[config.mk]
export PLATFORM = sky130hd
export DESIGN_NAME = pass_entry
export DESIGN_NICKNAME = d
export VERILOG_FILES = /design/src/rtl/pass_entry.sv
export SDC_FILE = /design/constraint.sdc
export NUM_CORES = 1
export LEC_CHECK = 0
export CORE_MARGIN = 2
export CORE_UTILIZATION = 61
export CTS_BUF_LIST = sky130_fd_sc_hd__clkbuf_4
export DETAILED_ROUTE_END_ITERATION = 12
export GPL_ROUTABILITY_DRIVEN = 0
export HOLD_SLACK_MARGIN = 0.1
export PLACE_DENSITY = 0.9
export REMOVE_ABC_BUFFERS = 1
export SETUP_SLACK_MARGIN = 0.4
export SLEW_MARGIN = 30
export SYNTH_ARGS = -nofsm -noshare
export SYNTH_HDL_FRONTEND = slang
export SYNTH_SLANG_ARGS = --single-unit
export TNS_END_PERCENT = 50
[constraint.sdc]
create_clock -name clk -period 3.98 [get_ports clk]
set_input_delay 0.796 -clock clk [delete_from_list [all_inputs] [get_ports clk]]
set_output_delay 0.796 -clock clk [all_outputs]
set_load 0.03 [all_outputs]
[src/rtl/pass_entry.sv]
// Debounced pass-digit entry: synchronizes a bouncy enter button, emits one strobe per
// accepted press with the latched digit, and tracks the position within a 4-digit sequence.
module pass_entry #(
    parameter int DB_CYCLES = 4
) (
    input  logic       clk,
    input  logic       rst,
    input  logic [3:0] sw_num,
    input  logic       btn_enter_n,
    input  logic       clear,
    output logic [3:0] passnum,
    output logic       p_enter,
    output logic [1:0] digit_idx,
    output logic       seq_done
);
    // state    | meaning
    // IDLE     | waiting for a synchronized press
    // DEBOUNCE | press seen, counting stable pressed cycles
    // FIRE     | single strobe cycle, digit latched
    // HOLD     | waiting for a stable release before rearming
    localparam logic [1:0] IDLE     = 2'd0;
    localparam logic [1:0] DEBOUNCE = 2'd1;
    localparam logic [1:0] FIRE     = 2'd2;
    localparam logic [1:0] HOLD     = 2'd3;

    localparam logic [15:0] DB_LIM     = 16'(DB_CYCLES);
    localparam logic [15:0] DB_LIM_M1  = 16'(DB_CYCLES - 1);

    logic [1:0]  state;
    logic [15:0] cnt;
    logic        sync_q1;
    logic        sync_q2;
    logic        btn_s;
    logic        fire_go;

    // Flops reset to the released (high) level so a held button after reset is a fresh press.
    always_ff @(posedge clk or posedge rst) begin
        if (rst) begin
            sync_q1 <= 1'b1;
            sync_q2 <= 1'b1;
        end else begin
            sync_q1 <= btn_enter_n;
            sync_q2 <= sync_q1;
        end
    end

    assign btn_s   = ~sync_q2;
    assign fire_go = (state == DEBOUNCE) && btn_s && (cnt == DB_LIM);

    always_ff @(posedge clk or posedge rst) begin
        if (rst) begin
            state <= IDLE;
            cnt   <= 16'd0;
        end else begin
            case (state)
                IDLE: begin
                    if (btn_s) begin
                        state <= DEBOUNCE;
                        cnt   <= 16'd1;
                    end
                end
                DEBOUNCE: begin
                    if (!btn_s) begin
                        state <= IDLE;
                        cnt   <= 16'd0;
                    end else if (cnt == DB_LIM) begin
                        state <= FIRE;
                    end else begin
                        cnt <= cnt + 16'd1;
                    end
                end
                FIRE: begin
                    state <= HOLD;
                    cnt   <= 16'd0;
                end
                HOLD: begin
                    // Leave on the edge where the released count would reach DB_CYCLES.
                    if (btn_s) begin
                        cnt <= 16'd0;
                    end else if (cnt == DB_LIM_M1) begin
                        state <= IDLE;
                        cnt   <= 16'd0;
                    end else begin
                        cnt <= cnt + 16'd1;
                    end
                end
                default: begin
                    state <= IDLE;
                    cnt   <= 16'd0;
                end
            endcase
        end
    end

    always_ff @(posedge clk or posedge rst) begin
        if (rst) begin
            passnum  <= 4'd0;
            p_enter  <= 1'b0;
            seq_done <= 1'b0;
        end else begin
            p_enter  <= fire_go;
            seq_done <= fire_go && (digit_idx == 2'd3);
            if (fire_go) begin
                passnum <= sw_num;
            end
        end
    end

    always_ff @(posedge clk or posedge rst) begin
        if (rst) begin
            digit_idx <= 2'd0;
        end else if (clear) begin
            digit_idx <= 2'd0;
        end else if (state == FIRE) begin
            digit_idx <= digit_idx + 2'd1;
        end
    end

endmodule

==> results of run 1 <==
## metal layers
| layer | global-route usage (%) | share of wire [%] | up-vias |
|---|---|---|---|
| met4 | 7.265 | 2.4 | 0 |
| li1 | - | - | 591 |
| met3 | 4.237 | 5.4 | 13 |
| met5 | 0 | 0 | - |
| met2 | 44.65 | 48 | 60 |
| met1 | 36.84 | 44 | 618 |
## through the flow
step | hold slack, ns | setup slack [ns] | std cells | instance area (um2)
after floorplan | 0.3452 | 2.207 | 152 | 1478
after global placement | 0.3470 | 1.946 | 195 | 1663
after detailed placement | 0.3585 | 1.911 | 195 | 1663
after CTS | 0.3772 | 1.744 | 198 | 1685
after global routing | 0.3799 | 1.713 | 198 | 1685
final | 0.4016 | 1.764 | 198 | 1685
## kinds of logic after synthesis
kind of cell / count (synthesis) / share of synthesized area, %
AO/OA/AOI/OAI: 35 / 16.79
XOR/XNOR: 1 / 0.5908
buffers and inverters: 15 / 3.882
flip-flops: 28 / 47.43
multiplexers: 5 / 3.713
AND/OR/NAND/NOR: 66 / 25.06
adder cells (fa/ha/maj): 3 / 2.532
## flip-flops by register name, summed over array words and instances, names as in the netlist, named ones only
register	count
cnt	16
p_enter	1
sync_q1	1
passnum	4
digit_idx	2
seq_done	1
state	1
sync_q2	1
## placed cells by master (no fill, tap or decap), drive strengths merged, types with 4 or more instances in the layout
| master | n |
|---|---|
| a21oi | 8 |
| a22o | 7 |
| clkdlybuf4s50 | 15 |
| dfrtp | 26 |
| inv | 14 |
| mux2 | 4 |
| nand2 | 11 |
| nand3 | 11 |
| nand4 | 4 |
| nor2 | 17 |
| nor3 | 6 |
| nor4 | 5 |
| o21ai | 11 |
## final cells by class
type | instances | area [um2] | area share (%)
Clock buffer | 3 | 22.52 | 1.336
Tap cell | 28 | 35.03 | 2.079
Timing Repair Buffer | 15 | 150.1 | 8.909
Multi-Input combinational cell | 110 | 721.9 | 42.84
Sequential cell | 28 | 703.2 | 41.72
Inverter | 14 | 52.55 | 3.118
## final timing paths
path                                endpoint         start  cells past startpoint  slack [ns]
worst min register to register       sync_q2       sync_q1                      0        0.40
worst min-delay path                 sync_q2       sync_q1                      0        0.40
worst max-delay path            digit_idx[0]  digit_idx[0]                      1        1.76
max in group asynchronous            sync_q2           rst                      2        2.78
min in group asynchronous            cnt[15]           rst                      2        0.81
worst max register to register        cnt[2]        cnt[0]                      6        1.85
## power by group through the flow
stage               registers [uW]  clock network [uW]  logic (uW)
global route                   311                 127        94.8
global placement               313                   0        83.6
CTS                            309                 117        87.1
floorplan                      326                   0        40.3
finish                         309                 120        86.6
detailed placement             314                   0        86.7
==> impl_metrics.env, run 1 <==
export IMPL_status="finished clean"
export IMPL_path_cells="clkdlybuf4s50_1"
export IMPL_diodes=0
export IMPL_cp_slowest_cell="clkdlybuf4s50_1"
export IMPL_total_power_uw=515.9
export IMPL_endpoint_kind="primary output"
export IMPL_synthesis_area_um2=1483
export IMPL_n_fill_cell=174
export IMPL_cpPeakStageDelay_ns=0.69
export IMPL_slew_violations=0
export IMPL_rsz0062_at_grt="no"
export IMPL_async_flop_share_pct=100.0
export IMPL_area_growth_pct=13.67
export IMPL_syn_inst=153
export IMPL_grt_max_degree=29
export IMPL_drt_iter0_markers=56
export IMPL_crit_type="flop to primary output"
export IMPL_clockBufferDepth=2
export IMPL_ys_seq_area_share_pct=47.43
export IMPL_initial_core_util_pct=65.76
export IMPL_avgSynthCellArea_um2=9.691
export IMPL_grt_pass1_wl_um=5595
export IMPL_path_max_fanout=3
export IMPL_rows=17
export IMPL_ant_nets=0
export IMPL_cts_setup_buffers=0
export IMPL_finClkSkew_ns=0.01880
export IMPL_finalHoldViolCount=0
export IMPL_cp_top_family="buffers and inverters"
export IMPL_synth_cell_types=40
export IMPL_power_density_nw_per_um2=306.1
export IMPL_wl_per_cell_um=16.67
export IMPL_synth_edf_count=0
export IMPL_combPwrFrac_pct=16.8
export IMPL_antenna_found_initial=0
export IMPL_drive_above_1_share_pct=11.76
export IMPL_grt_overflow_total=0
export IMPL_synth_seq_cells=28
export IMPL_nNetsFinal=183
export IMPL_clockPowerShare_pct=23.3
export IMPL_die_h_um=53.30
export IMPL_cts_resized=0
export IMPL_period_needed_ns=2.216
export IMPL_cp_data_required_time_ns=3.18
export IMPL_intPower_uw=369.5
export IMPL_clock_latency_ns=0.34
export IMPL_ys_warnings_count=0
export IMPL_leakage_uw=0.0007016
export IMPL_hold_class="flop to flop"
export IMPL_synth_area_leaders="dfrtp_1 44%, a22o_1 4.1%, nor2_1 4.1%"
export IMPL_drcViolationCount=0
export IMPL_cts_tree="yes"
export IMPL_synth_common_cells="26 x dfrtp_1, 16 x nor2_1, 14 x inv_1, 11 x nand2_1, 11 x nand3_1"
export IMPL_clock_sinks=28
export IMPL_hpwl_um=2402
export IMPL_grt_pass1_vias=1222
export IMPL_cp_num_buf_inv=1
export IMPL_drv_cap=0
export IMPL_synth_area_leader_cell="dfrtp_1"
export IMPL_swShare_pct=28.36
export IMPL_ir_drop_v=0.0002726
export IMPL_worst_setup_path_start_kind="flop"
export IMPL_synth_ff_type="dfrtp_1"
export IMPL_relSlewSlack_pct=61.97
export IMPL_arrival_ns=1.42
export IMPL_fin_tns_setup_ns=0
export IMPL_yosysMostFrequentCell="dfrtp_1"
export IMPL_ios=16
export IMPL_period_share_pct=55.69
export IMPL_cts_made_buffers=3
export IMPL_fmaxAchievable_ghz=0.4512
export IMPL_holdBufCountCts=0
export IMPL_drt_total_wl_um=3300
export IMPL_die_w_um=53.30
export IMPL_core_area_um2=2255
export IMPL_htree_levels=1
export IMPL_dr_pass1_iters=4
export IMPL_die_area_um2=2841
export IMPL_clkSlewWorstSetupHoldPaths_ns=0.16
export IMPL_track_usage_pct=27.11
export IMPL_synth_top_area_share_pct=43.88
export IMPL_cts_root_buf="clkbuf_4"
export IMPL_vias=1282
export IMPL_vias_per_cell=6.475
export IMPL_power_switching_uw=146.3
export IMPL_report_final_setup_viol=0
export IMPL_power_frac_seq_pct=59.9
export IMPL_port_buffers=15
export IMPL_finish_utilization_pct=74.75
export IMPL_tightest_slew_ns=0.5696
Power figures use the tool's default switching activity.
==> run 2, diff against run 1 <==
- CORE_UTILIZATION: 61 -> 52
- PLACE_DENSITY: 0.9 -> 0.82
- clock period: 3.98 -> 1.83 ns (I/O delays scaled with it)
==> impl_metrics.env, run 2 (synthesis results as in run 1) <==
export IMPL_largest_reg_flops=16
export IMPL_dr_pass1_iters=5
export IMPL_rows=19
export IMPL_drt_total_wl_um=5107
export IMPL_relSlewSlack_pct=65.71
export IMPL_die_h_um=57.40
export IMPL_slew_violations=0
export IMPL_ir_drop_v=0.0005643
export IMPL_wl_per_cell_um=21.46
export IMPL_layout_setup_ws_ns=-0.1222
export IMPL_ios=16
export IMPL_power_frac_seq_pct=49.1
export IMPL_port_buffers=15
export IMPL_clockPowerShare_pct=30.6
export IMPL_total_power_uw=1371
export IMPL_seq_area_um2=704.4
export IMPL_track_usage_pct=31.55
export IMPL_rsz0062_at_grt="yes"
export IMPL_drive_above_1_share_pct=41.06
export IMPL_clockBufferDepth=2
export IMPL_cp_slowest_cell="dfrtp_1"
export IMPL_clock_latency_ns=0.34
export IMPL_grt_pass1_wl_um=7838
export IMPL_vias=1580
export IMPL_area_growth_pct=45.40
export IMPL_clkSlewWorstSetupHoldPaths_ns=0.16
export IMPL_finalHoldViolCount=0
export IMPL_worst_setup_path_start_kind="flop"
export IMPL_leakage_uw=0.0009871
export IMPL_path_cells="ha_2 -> nor3b_4 -> nand4_4 -> a22oi_4 -> o21ai_1 -> a22o_1"
export IMPL_grt_pass1_vias=1582
export IMPL_intPower_uw=994.7
export IMPL_hpwl_um=2730
export IMPL_antenna_found_initial=0
export IMPL_hold_class="input port to async pin"
export IMPL_grt_max_degree=29
export IMPL_nNetsFinal=219
export IMPL_cts_made_buffers=3
export IMPL_multiInputGateArea_um2=892.1
export IMPL_cpPeakStageDelay_ns=0.46
export IMPL_n_fill_cell=150
export IMPL_cts_root_buf="clkbuf_4"
export IMPL_swShare_pct=27.44
export IMPL_crit_type="flop to flop"
export IMPL_vias_per_cell=6.639
export IMPL_regMostFlops="cnt"
export IMPL_die_area_um2=3294
export IMPL_status="complete, but fails checks"
export IMPL_fin_tns_setup_ns=-0.9356
export IMPL_fmaxAchievable_ghz=0.5122
export IMPL_drv_cap=0
export IMPL_report_final_setup_viol=14
export IMPL_arrival_ns=2.20
export IMPL_combPwrFrac_pct=20.2
export IMPL_initial_core_util_pct=54.23
export IMPL_period_share_pct=106.7
export IMPL_clock_sinks=28
export IMPL_diodes=0
export IMPL_cp_data_required_time_ns=2.08
export IMPL_die_w_um=57.40
export IMPL_cts_tree="yes"
export IMPL_power_switching_uw=376.1
export IMPL_tightest_slew_ns=0.5097
export IMPL_finClkSkew_ns=0.005210
export IMPL_htree_levels=1
export IMPL_violations="setup timing"
export IMPL_core_area_um2=2734
export IMPL_endpoint_kind="flop"
export IMPL_period_needed_ns=1.952
export IMPL_grt_overflow_total=0
export IMPL_drt_iter0_markers=80
export IMPL_drcViolationCount=0
export IMPL_ant_nets=0
export IMPL_dpl_worst_slack_ns=-0.09686
export IMPL_largest_registers="cnt: 16 flops, passnum: 4 flops, digit_idx: 2 flops"
export IMPL_final_common_cell="buf_4"
export IMPL_mostFrequentLayoutCells="30 x buf_4, 25 x dfrtp_1, 13 x inv_1, 13 x nor2_1, 10 x nand3_1"
export IMPL_power_density_nw_per_um2=635.9
export IMPL_path_max_fanout=8
run 2: cell types whose count changed in the layout (fill, tap and decap cells not counted), sizes merged:
cell	before	now
buf	0	42
bufinv	0	1
clkdlybuf4s15	0	2
clkdlybuf4s50	15	7
run 2: path summary, 6_finish.rpt:
path                         start      end  slack [ns]  cells past startpoint
min reg2reg                sync_q1  sync_q2        0.37                      0
min in group clk           sync_q1  sync_q2        0.37                      0
max                         cnt[0]  cnt[10]       -0.12                      6
max reg2reg                 cnt[0]  cnt[10]       -0.12                      6
min                            rst  cnt[15]        0.37                      3
max in group asynchronous      rst  sync_q1        1.15                      3
run 2: area by class of cell:
| cell class | count | share of cell area [%] |
|---|---|---|
| multi-input combinational | 110 | 41.38 |
| sequential | 28 | 32.68 |
| clock buffer | 3 | 1.045 |
| clock inverter | 1 | 1.393 |
| inverter | 14 | 2.438 |
| timing repair buffer | 51 | 19.27 |
| tap | 31 | 1.799 |
run 2: repair_timing:
item | CTS | global route
resized for setup | 56 | 25
buffers inserted | 5 | 0
setup endpoints to repair | 32 | 29
pin swaps | 15 | 6
hold buffers | 0 | 0
endpoints found under the hold margin | 0 | 0
run 2: routing by layer:
layer | share of wire [%] | wire length, um | global-route usage (%) | vias up
met2 | 50 | 2573 | 51.46 | 106
met1 | 38 | 1927 | 39.30 | 771
met3 | 6.4 | 327 | 6.122 | 35
li1 | - | - | - | 668
met5 | 0 | 0 | 0 | -
met4 | 5.5 | 279 | 16.94 | 0
run 2: per-stage QoR:
step	instances	hold slack [ns]	area, um2	utilization (%)
global placement	229	0.3464	1899	69.47
floorplan	152	0.3452	1478	-
global route	238	0.3793	2156	78.86
CTS	238	0.3727	2127	77.80
finish	238	0.3723	2156	78.86
detailed placement	229	0.3525	1899	69.47
run 2: power by group through the flow:
stage               Sequential [uW]  Combinational [uW]  Clock, uW
floorplan                       709                87.7          0
global placement                676                 222          0
detailed placement              679                 229          0
CTS                             671                 266        418
global route                    677                 293        436
finish                          674                 277        420
run 2: worst max-delay path, delay by kind of cell, from the launching register on:
kind | cells | cell delay [ns]
AO/OA/AOI/OAI | 3 | 0.78
adder cells (fa/ha/maj) | 1 | 0.22
flip-flops | 1 | 0.46
AND/OR/NAND/NOR | 2 | 0.39
